===== src/rtl/fpu_norm_pack.sv =====
// Normalise a raw FP significand, round to nearest-even and pack as binary32.
// One shift per cycle in NORM; ROUND packs the result and applies ovf/unf.
module fpu_norm_pack (
  input  logic        clk,
  input  logic        rst,
  input  logic        in_valid,
  output logic        in_ready,
  input  logic        in_sign,
  input  logic [9:0]  in_exp,
  input  logic [47:0] in_mant,
  output logic        out_valid,
  input  logic        out_ready,
  output logic [31:0] out,
  output logic [3:0]  flags
);

  typedef enum logic [1:0] {
    IDLE,
    NORM,
    ROUND,
    DONE
  } state_t;

  state_t             state_q, state_d;
  logic               sign_q, sign_d;
  logic signed [9:0]  exp_q, exp_d;
  logic [47:0]        mant_q, mant_d;
  logic               sticky_q, sticky_d;
  logic [31:0]        out_q, out_d;
  logic [3:0]         flags_q, flags_d;

  logic               g_bit;
  logic               s_bit;
  logic               rnd_up;
  logic [23:0]        frac_sum;
  logic               carry;
  logic signed [9:0]  exp_r;
  logic [22:0]        frac_r;

  // Round-to-nearest-even on the normalised significand (hidden bit at 46).
  always_comb begin
    g_bit    = mant_q[22];
    s_bit    = (|mant_q[21:0]) | sticky_q;
    rnd_up   = g_bit & (s_bit | mant_q[23]);
    frac_sum = {1'b0, mant_q[45:23]} + {23'b0, rnd_up};
    carry    = frac_sum[23];
    exp_r    = exp_q + $signed({9'b0, carry});
    frac_r   = frac_sum[22:0];
  end

  // State, datapath and result registers.
  always_ff @(posedge clk or posedge rst) begin
    if (rst) begin
      state_q  <= IDLE;
      sign_q   <= 1'b0;
      exp_q    <= '0;
      mant_q   <= '0;
      sticky_q <= 1'b0;
      out_q    <= '0;
      flags_q  <= '0;
    end else begin
      state_q  <= state_d;
      sign_q   <= sign_d;
      exp_q    <= exp_d;
      mant_q   <= mant_d;
      sticky_q <= sticky_d;
      out_q    <= out_d;
      flags_q  <= flags_d;
    end
  end

  // Next-state and datapath updates for each phase of an operation.
  always_comb begin
    state_d  = state_q;
    sign_d   = sign_q;
    exp_d    = exp_q;
    mant_d   = mant_q;
    sticky_d = sticky_q;
    out_d    = out_q;
    flags_d  = flags_q;
    unique case (state_q)
      IDLE: begin
        if (in_valid) begin
          sign_d   = in_sign;
          exp_d    = in_exp;
          mant_d   = in_mant;
          sticky_d = 1'b0;
          if (in_mant == 48'h0) begin
            out_d   = {in_sign, 31'b0};
            flags_d = 4'b0001;
            state_d = DONE;
          end else begin
            state_d = NORM;
          end
        end
      end
      NORM: begin
        if (mant_q[47]) begin
          mant_d   = mant_q >> 1;
          exp_d    = exp_q + 10'sd1;
          sticky_d = sticky_q | mant_q[0];
          state_d  = ROUND;
        end else if (mant_q[46]) begin
          state_d = ROUND;
        end else begin
          mant_d = mant_q << 1;
          exp_d  = exp_q - 10'sd1;
        end
      end
      ROUND: begin
        if (exp_r >= 10'sd255) begin
          out_d   = {sign_q, 8'hFF, 23'b0};
          flags_d = 4'b1010;
        end else if (exp_r <= 10'sd0) begin
          out_d   = {sign_q, 31'b0};
          flags_d = 4'b0111;
        end else begin
          out_d   = {sign_q, exp_r[7:0], frac_r};
          flags_d = {2'b00, g_bit | s_bit, 1'b0};
        end
        state_d = DONE;
      end
      DONE: begin
        if (out_ready) state_d = IDLE;
      end
      default: state_d = IDLE;
    endcase
  end

  assign in_ready  = (state_q == IDLE);
  assign out_valid = (state_q == DONE);
  assign out       = out_q;
  assign flags     = flags_q;

endmodule

===== config.mk =====
export PLATFORM = sky130hd
export DESIGN_NAME = fpu_norm_pack
export DESIGN_NICKNAME = d
export VERILOG_FILES = /design/src/rtl/fpu_norm_pack.sv
export SDC_FILE = /design/constraint.sdc
export NUM_CORES = 1
export LEC_CHECK = 0
export ABC_AREA = 0
export BUFFER_PORTS_ARGS = -buffer_cell sky130_fd_sc_hd__buf_4
export CELL_PAD_IN_SITES_DETAIL_PLACEMENT = 1
export CELL_PAD_IN_SITES_GLOBAL_PLACEMENT = 2
export CORE_MARGIN = 3
export CORE_UTILIZATION = 30
export DETAILED_ROUTE_END_ITERATION = 8
export PLACE_DENSITY = 0.87
export SETUP_SLACK_MARGIN = 0.2
export SLEW_MARGIN = 40
export SYNTH_ARGS = -nofsm -noshare
export SYNTH_HDL_FRONTEND = slang
export SYNTH_SLANG_ARGS = --single-unit

===== constraint.sdc =====
create_clock -name clk -period 3 [get_ports clk]
set_input_delay 0.3 -clock clk [delete_from_list [all_inputs] [get_ports clk]]
set_output_delay 0.3 -clock clk [all_outputs]
set_load 0.01 [all_outputs]

### Word-level counts from Yosys, hierarchy flattened

Cells that the tools add are included.

* $add $sub $neg: 4
* bitwise gates (word level): 5
* reductions and logical operators: 11
* shifts and indexed selects: 0
* mux-type cells: 27
* multiply operators: 0
* eq/ne operators: 9
* magnitude comparators: 2
* div/mod/pow operators: 0

Operator list (number)
* $pmux W48 S2: 1
* $mux W47: 2
* $mux W32: 2
* $pmux W32 S2: 1
* $mux W31: 2
* $logic_not A48 Y1: 1
* $mux W48: 1
* $mux W10: 3
* $add A23 B1 Y24: 1
* $reduce_or A22 Y1: 1
* $pmux W10 S2: 1
* $mux W4: 3
* $reduce_and A3 Y1: 4
* $add A10 B2 Y10: 1
* $add A10 B2 Y10 const B: 1
* $ge A10 B9 Y1 const B: 1
* $le A10 B1 Y1 const B: 1
* $mux W2: 5
* $sub A10 B2 Y10 const B: 1
* $pmux W2 S4: 1
* $pmux W4 S2: 1
* $ne A3 B3 Y1 const B: 2
* $eq A2 B2 Y1 const B: 2
* $ne A2 B1 Y1 const B: 2
* other kinds (10): 17

* ROM bits: 0
* output and inout port bits: 38
* register bits after elaboration: 98
* bits in writable memories: 0
* latch bits: 0
* word-level logic and storage cells: 66
* memories: 0
* input bits: 63

### Longest topological paths before layout

Gate-level depths: netlist of run 1.

* depth in word-level cells: 10
* gate-level depth with buffers: 14
* mapped depth without buffers: 12

### Worst setup path after synthesis of run 1

OpenSTA, ideal clock, no wires.

* path kind: flip-flop to flip-flop
* start point: register mant_q[22]
* end point: register out_q[10], in the netlist out[10]
* data required time: 2924 ps
* data arrival time: 3191 ps
* setup time: 76 ps
* period minus slack after synthesis: 3267 ps
* path slack: -267 ps
* buffers on the path: 1
* cell stages (with the launch flop): 14
* path through: dfrtp_1 > and2_1 > and4_1 > and4_1 > and3_1 > ha_1 > ha_1 > nand4_1 > nor2_1 > xor2_1 > o41ai_2 > or4_4 > buf_6 > o21ai_1

* cells in the longest elaborated chain, start to end: 7
* elaborated cells between the ends (all ways): 8
* classes of those cells: 2 x add/sub; 2 x order compare; 3 x mux; 1 x bitwise

Ends and longest elaborated chain
* from (decl): line 27 `logic [47:0] mant_q, mant_d;`
* from (signal assigned): line 65 `mant_q <= mant_d;`
* $and A1 B1 Y1 *: line 44 `rnd_up = g_bit & (s_bit | mant_q[23]);`
* $add A23 B1 Y24 *: line 45 `frac_sum = {1'b0, mant_q[45:23]} + {23'b0, rnd_up};`
* $add A10 B2 Y10: line 47 `exp_r = exp_q + $signed({9'b0, carry});`
* $le A10 B1 Y1: line 114 `end else if (exp_r <= 10'sd0) begin`
* $mux W31: line 114
* $mux W31 *: line 111 `if (exp_r >= 10'sd255) begin`
* $pmux W32 S2 *: line 81 `unique case (state_q)`
* to (signal assigned): line 67 `out_q <= out_d;`
* to (decl): line 29 `logic [31:0] out_q, out_d;`

Every way passes the cells marked *; elsewhere a longest branch is shown, timed or not.
A chain may end at the register's enable or synchronous reset.

### Final worst setup path of run 1

* start point: register mant_q[30]
* end point: register flags_q[1], in the netlist flags[1]

* cells in the longest elaborated chain, start to end: 6
* elaborated cells between the ends (all ways): 7
* classes of those cells: 2 x add/sub; 2 x order compare; 3 x mux

Ends and longest elaborated chain
* $add A23 B1 Y24 *: line 45
* $add A10 B2 Y10 *: line 47
* $le A10 B1 Y1: line 114
* $mux W3: line 114
* $mux W4 *: line 111
* $pmux W4 S2 *: line 81
* to (signal assigned): line 68 `flags_q <= flags_d;`
* to (decl): line 30 `logic [3:0] flags_q, flags_d;`

Marked as above.

==> results.sh, run 1 <==
export IMPL_cts_max_level=3
export IMPL_crit_path_cell_trace="and4_1, and3_4, and4_4, and3_4, ha_4, ha_4, nand4_1, buf_6, xnor2_2, a31oi_2, o41ai_4, buf_4, nand2b_4, a221o_1"
export IMPL_clk_latency_ns=0.37
export IMPL_cts_tree="built"
export IMPL_drt_total_wl_um=20000
export IMPL_syn_area_per_cell_um2=8.26
export IMPL_ir_drop_uv=755
export IMPL_cts_max_path_buffers=2
export IMPL_leakagePower_nw=3.39
export IMPL_routedWlPerCell_um=18.1
export IMPL_min_period_ns=3.19
export IMPL_switching_power_mw=4.13
export IMPL_die_x_um=147
export IMPL_p_total_mw=8.88
export IMPL_startpoint="mant_q[30]"
export IMPL_hp_class="primary input to async pin"
export IMPL_rsz0062_at_grt="true"
export IMPL_yosysSeqAreaShare_pct=41.2
export IMPL_layout_drive_gt1_share_pct=26.2
export IMPL_yosys_register_bits=98
export IMPL_p_int_mw=4.75
export IMPL_layout_common_cells="buf_4, nand2_1, dfrtp_1, o21ai_0, nor2_1"
export IMPL_antenna_found_initial=0
export IMPL_worst_slack_ns=-0.188
export IMPL_fillers=2252
export IMPL_synth_net_count=800
export IMPL_ys_warn_count=0
export IMPL_area_delta_synth_final_pct=31.6
export IMPL_max_stage_delay_ns=0.52
export IMPL_startpoint_type="flip-flop"
export IMPL_crit_arrival_ns=3.50
export IMPL_core_um2=19100
export IMPL_finalWeightedCongestion=0.806
export IMPL_postCtsHoldBufs=0
export IMPL_layout_nets=921
export IMPL_clock_fmax_mhz=314
export IMPL_max_slew_margin_pct=49.1
export IMPL_numPortBuffers=100
export IMPL_crit_required_ns=3.31
export IMPL_cap_viol_max_count=0
export IMPL_final_common_cell="buf_4"
export IMPL_tns_ns=-3.62
export IMPL_die_area_um2=21600
export IMPL_outcome="complete, but fails checks"
export IMPL_crit_fanout=5
export IMPL_violations="setup timing"
export IMPL_start_util_pct=31.2
export IMPL_clkTransAtPathRegs_ns=0.08
export IMPL_hold_viol=0
export IMPL_reg2reg_slack_ns=-0.19
export IMPL_grt_pass1_wl_um=32400
export IMPL_root_buffer="clkbuf_16"
export IMPL_drtIter0Drc=302
export IMPL_gr_total_overflow=0
export IMPL_track_usage_pct=18.8
export IMPL_fin_crit_sh_pct=106
export IMPL_slowest_stage="o41ai_4"
export IMPL_r2r_start="mant_q[30]"
export IMPL_crit_type="flip-flop to flip-flop"
export IMPL_cts_buffers=9
export IMPL_cts_sinks=98
export IMPL_synthFlopType="dfrtp_1"
export IMPL_antenna_cells=0
export IMPL_slew_viol_final=0
export IMPL_die_h_um=147
export IMPL_routed_via_density=5.26
export IMPL_hpwl_um=14300
export IMPL_seq_power_share_pct=27.7
export IMPL_r2r_end="flags[1]"
export IMPL_drtAntennaViolNets=0
export IMPL_p_sw_share_pct=46.5
export IMPL_combPwrFrac_pct=58.3
export IMPL_num_rows=50
export IMPL_io_pins=101
export IMPL_drc_errors=0
export IMPL_end_kind="flip-flop"
export IMPL_setup_viol=26
export IMPL_p_clk_share_pct=14.0
export IMPL_drt_pass1_iter_count=4
export IMPL_synthCells=721
export IMPL_ys_types=51
export IMPL_r2r_cells=14
export IMPL_fin_worst_skew_ns=0.0127
export IMPL_async_flop_share_pct=100
export IMPL_first_global_vias=5903
export IMPL_synth_area_um2=5950
export IMPL_tightestPinTransition_ns=0.761
export IMPL_grt_max_degree=75
export IMPL_vias=5826
export IMPL_power_density_nw_per_um2=1130
export IMPL_synth_edf_count=0
## worst max-delay path, delay by kind of cell, from the launching register on
| kind | cells | cell delay (ns) |
|---|---|---|
| buf+inv | 2 | 0.41 |
| xor+xnor | 1 | 0.13 |
| fa+ha+maj | 2 | 0.31 |
| simple gates | 6 | 1.14 |
| flops | 1 | 0.36 |
| compound gates | 3 | 0.79 |
## worst max path at each step
stage and endpoint:
5_1_grt out[20], 3_5_place_dp out[22], 3_3_place_gp out[21], 4_1_cts out[5], 2_1_floorplan out[15], 6_report flags[1]
## timing repair
item,4_1_cts,5_1_grt
buffers inserted,4,2
gates cloned,2,0
pin swaps,18,3
endpoints found under the setup margin,29,34
gates resized for setup,25,13
## flip-flops by register name, summed over array words and instances (netlist names)
register	cells
state_q	2
out	32
exp_q	10
sign_q	1
mant_q	48
sticky_q	1
flags	4
## cell families (layout without fill, tap and decap cells)
kind of cell | after synthesis | in the layout | synth area share, %
XOR/XNOR | 34 | 34 | 5.00
multiplexers | 12 | 12 | 2.06
buffers and inverters | 81 | 205 | 5.42
adder cells (fa/ha/maj) | 16 | 16 | 3.49
AO/OA/AOI/OAI | 216 | 216 | 22.6
flip-flops | 98 | 98 | 41.2
AND/OR/NAND/NOR | 264 | 266 | 20.2
## layout make-up
class / instances / area [µm²] / share of cell area (%)
Sequential cell: 98 / 2450 / 31.3
Tap cell: 260 / 325 / 4.15
Timing Repair Buffer: 159 / 1220 / 15.6
Clock buffer: 10 / 239 / 3.05
Clock inverter: 6 / 71.3 / 0.910
Multi-Input combinational cell: 544 / 3410 / 43.5
Inverter: 30 / 116 / 1.48
## per-layer routing
metal | vias up | part of all wire [%] | GRT usage (%)
met5 | - | 0 | 0
li1 | 2838 | - | -
met4 | 0 | 1.8 | 5.27
met3 | 23 | 4.8 | 3.58
met1 | 2839 | 45 | 25.0
met2 | 126 | 48 | 31.5
## stage by stage
step           hold WS [ns]  worst slack (ns)  util, %  cells  instance area, µm²
2_1_floorplan         0.445           -0.0738        -    721                6000
3_3_place_gp          0.399            -0.126     38.3   1083                7310
3_5_place_dp          0.415            -0.285     38.3   1083                7310
4_1_cts              0.0202            -0.176     40.7   1105                7770
5_1_grt              0.0505            -0.326     41.1   1107                7840
6_report             0.0124            -0.188     41.1   1107                7840
## power groups by stage
stage	registers [mW]	logic, mW	clock network [mW]
floorplan	2.47	3.15	0
global placement	2.45	4.79	0
detailed placement	2.48	4.92	0
CTS	2.46	5.13	1.28
global route	2.56	5.80	1.33
finish	2.46	5.18	1.24
## cells in the mapped netlist (11+ instances only)
master	number	area share [%]
xor2_1	15	2.2
clkbuf_1	42	2.6
nor4_1	16	1.7
ha_1	15	3.2
o21ai_0	98	8.2
dfrtp_1	98	41
a21oi_1	21	1.8
xnor2_1	19	2.8
nand3_1	16	1.3
o31ai_1	11	1.4
nor2_1	36	2.3
nand4_1	12	1.3
o311ai_0	18	2.6
o221ai_1	16	2.4
o21ai_1	20	1.7
nand2_1	148	9.3
inv_1	28	1.8
No activity file was read; power rests on OpenSTA's default activity.
==> inputs of run 2 (changes only) <==
- SKIP_CTS_REPAIR_TIMING: default -> 1
==> results.sh, run 2 (synthesized netlist as in run 1, its figures left out) <==
export IMPL_drt_total_wl_um=19900
export IMPL_num_rows=50
export IMPL_die_area_um2=21600
export IMPL_layout_drive_gt1_share_pct=25.7
export IMPL_power_density_nw_per_um2=1130
export IMPL_r2r_cells=12
export IMPL_critPathBufInv=0
export IMPL_r2r_end="out[15]"
export IMPL_slowest_stage="or4_4"
export IMPL_first_global_vias=5777
export IMPL_clkTransAtPathRegs_ns=0.07
export IMPL_cts_max_level=3
export IMPL_hold_viol=0
export IMPL_fin_crit_sh_pct=108
export IMPL_numPortBuffers=100
export IMPL_gr_total_overflow=0
export IMPL_crit_arrival_ns=3.51
export IMPL_multi_input_area_um2=3390
export IMPL_routed_via_density=5.26
export IMPL_max_stage_delay_ns=0.63
export IMPL_antenna_found_initial=0
export IMPL_antenna_cells=0
export IMPL_drc_errors=0
export IMPL_die_x_um=147
export IMPL_cts_max_path_buffers=2
export IMPL_layout_common_cells="buf_4, nand2_1, dfrtp_1, o21ai_0, nor2_1"
export IMPL_cap_viol_max_count=0
export IMPL_fin_util_pct=41.0
export IMPL_dpl_cell_area_um2=7310
export IMPL_slew_viol_final=0
export IMPL_max_slew_margin_pct=49.3
export IMPL_largest_register_ffs=48
export IMPL_cts_buffers=9
export IMPL_reg2reg_slack_ns=-0.23
export IMPL_min_period_ns=3.23
export IMPL_cts_sinks=98
export IMPL_crit_cells=12
export IMPL_regArea_um2=2450
export IMPL_grt_max_degree=75
export IMPL_start_util_pct=31.2
export IMPL_violations="setup timing"
export IMPL_drt_pass1_iter_count=4
export IMPL_clk_latency_ns=0.36
export IMPL_hpwl_um=14300
export IMPL_grt_pass1_wl_um=31100
export IMPL_stdcell_area_um2=7820
export IMPL_fillers=2250
export IMPL_crit_required_ns=3.28
export IMPL_root_buffer="clkbuf_16"
export IMPL_final_common_cell="buf_4"
export IMPL_crit_type="flip-flop to flip-flop"
export IMPL_path_delay_family="simple AND/OR/NAND/NOR gates"
export IMPL_die_h_um=147
export IMPL_core_um2=19100
export IMPL_outcome="complete, but fails checks"
export IMPL_cts_tree="built"
export IMPL_layout_nets=921
export IMPL_vias=5822
export IMPL_hp_class="primary input to async pin"
export IMPL_rsz0062_at_grt="true"
export IMPL_area_delta_synth_final_pct=31.4
export IMPL_io_pins=101
export IMPL_setup_viol=26
export IMPL_leakagePower_nw=3.37
export IMPL_ir_drop_uv=782
export IMPL_clock_fmax_mhz=309
export IMPL_p_total_mw=8.87
export IMPL_tightestPinTransition_ns=0.758
export IMPL_tns_ns=-4.54
export IMPL_crit_fanout=6
export IMPL_crit_path_cell_trace="and3_4, and4_4, and4_4, and3_4, ha_4, ha_4, nand4_1, nor2_2, xor2_2, a31o_4, or4_4, o21ai_1"
export IMPL_startpoint_type="flip-flop"
export IMPL_track_usage_pct=18.0
export IMPL_finalWeightedCongestion=0.806
export IMPL_regMostFlops="mant_q"
export IMPL_r2r_start="mant_q[26]"
export IMPL_drtIter0Drc=310
export IMPL_drtAntennaViolNets=0
export IMPL_worst_slack_ns=-0.232
export IMPL_routedWlPerCell_um=18.0
export IMPL_fin_worst_skew_ns=0.0126
export IMPL_end_kind="flip-flop"
[run 2: how the worst max path moves through the flow]
stage / end / start / slack [ns]
after floorplan: out[15] / mant_q[26] / -0.07
after CTS: out[22] / mant_q[27] / -0.30
after detailed placement: out[22] / mant_q[27] / -0.29
final: out[15] / mant_q[26] / -0.23
after global placement: out[21] / mant_q[26] / -0.13
after global routing: out[15] / mant_q[25] / -0.34
[run 2: worst register-to-register path: cells and delay by family (launching register included)]
family                     cells  cell delay [ns]
AOI/OAI and AO/OA              2             0.46
xor gates and xnor gates       1             0.14
adders and majority gates      2             0.29
DFF                            1             0.35
and+or+nand+nor                7             1.92
[run 2: stage by stage]
stage,hold WS [ns],std cells,setup WS [ns]
2_1_floorplan,0.445,721,-0.0738
4_1_cts,0.0202,1099,-0.298
3_3_place_gp,0.399,1083,-0.126
6_report,0.0174,1107,-0.232
5_1_grt,0.0479,1107,-0.342
3_5_place_dp,0.415,1083,-0.285
[run 2: area by class of cell]
type | count | area share [%]
multi-input combinational | 544 | 43.3
sequential | 98 | 31.4
timing repair buffer | 159 | 15.7
tap | 260 | 4.16
clock buffer | 10 | 3.06
inverter | 30 | 1.49
clock inverter | 6 | 0.912
[run 2: layer usage]
metal	up-vias	GRT usage, %	part of all wire, %
li1	2834	-	-
met1	2854	24.1	46
met2	115	29.8	49
met3	19	3.82	4.4
met4	0	4.19	1.3
met5	-	0	0
[run 2: power by group]
part	leakage, nW	internal (mW)	switching, mW	total (mW)
registers	1.25	1.93	0.526	2.46
logic	1.97	2.14	3.03	5.17
clock network	0.151	0.681	0.560	1.24
total	3.37	4.76	4.11	8.87
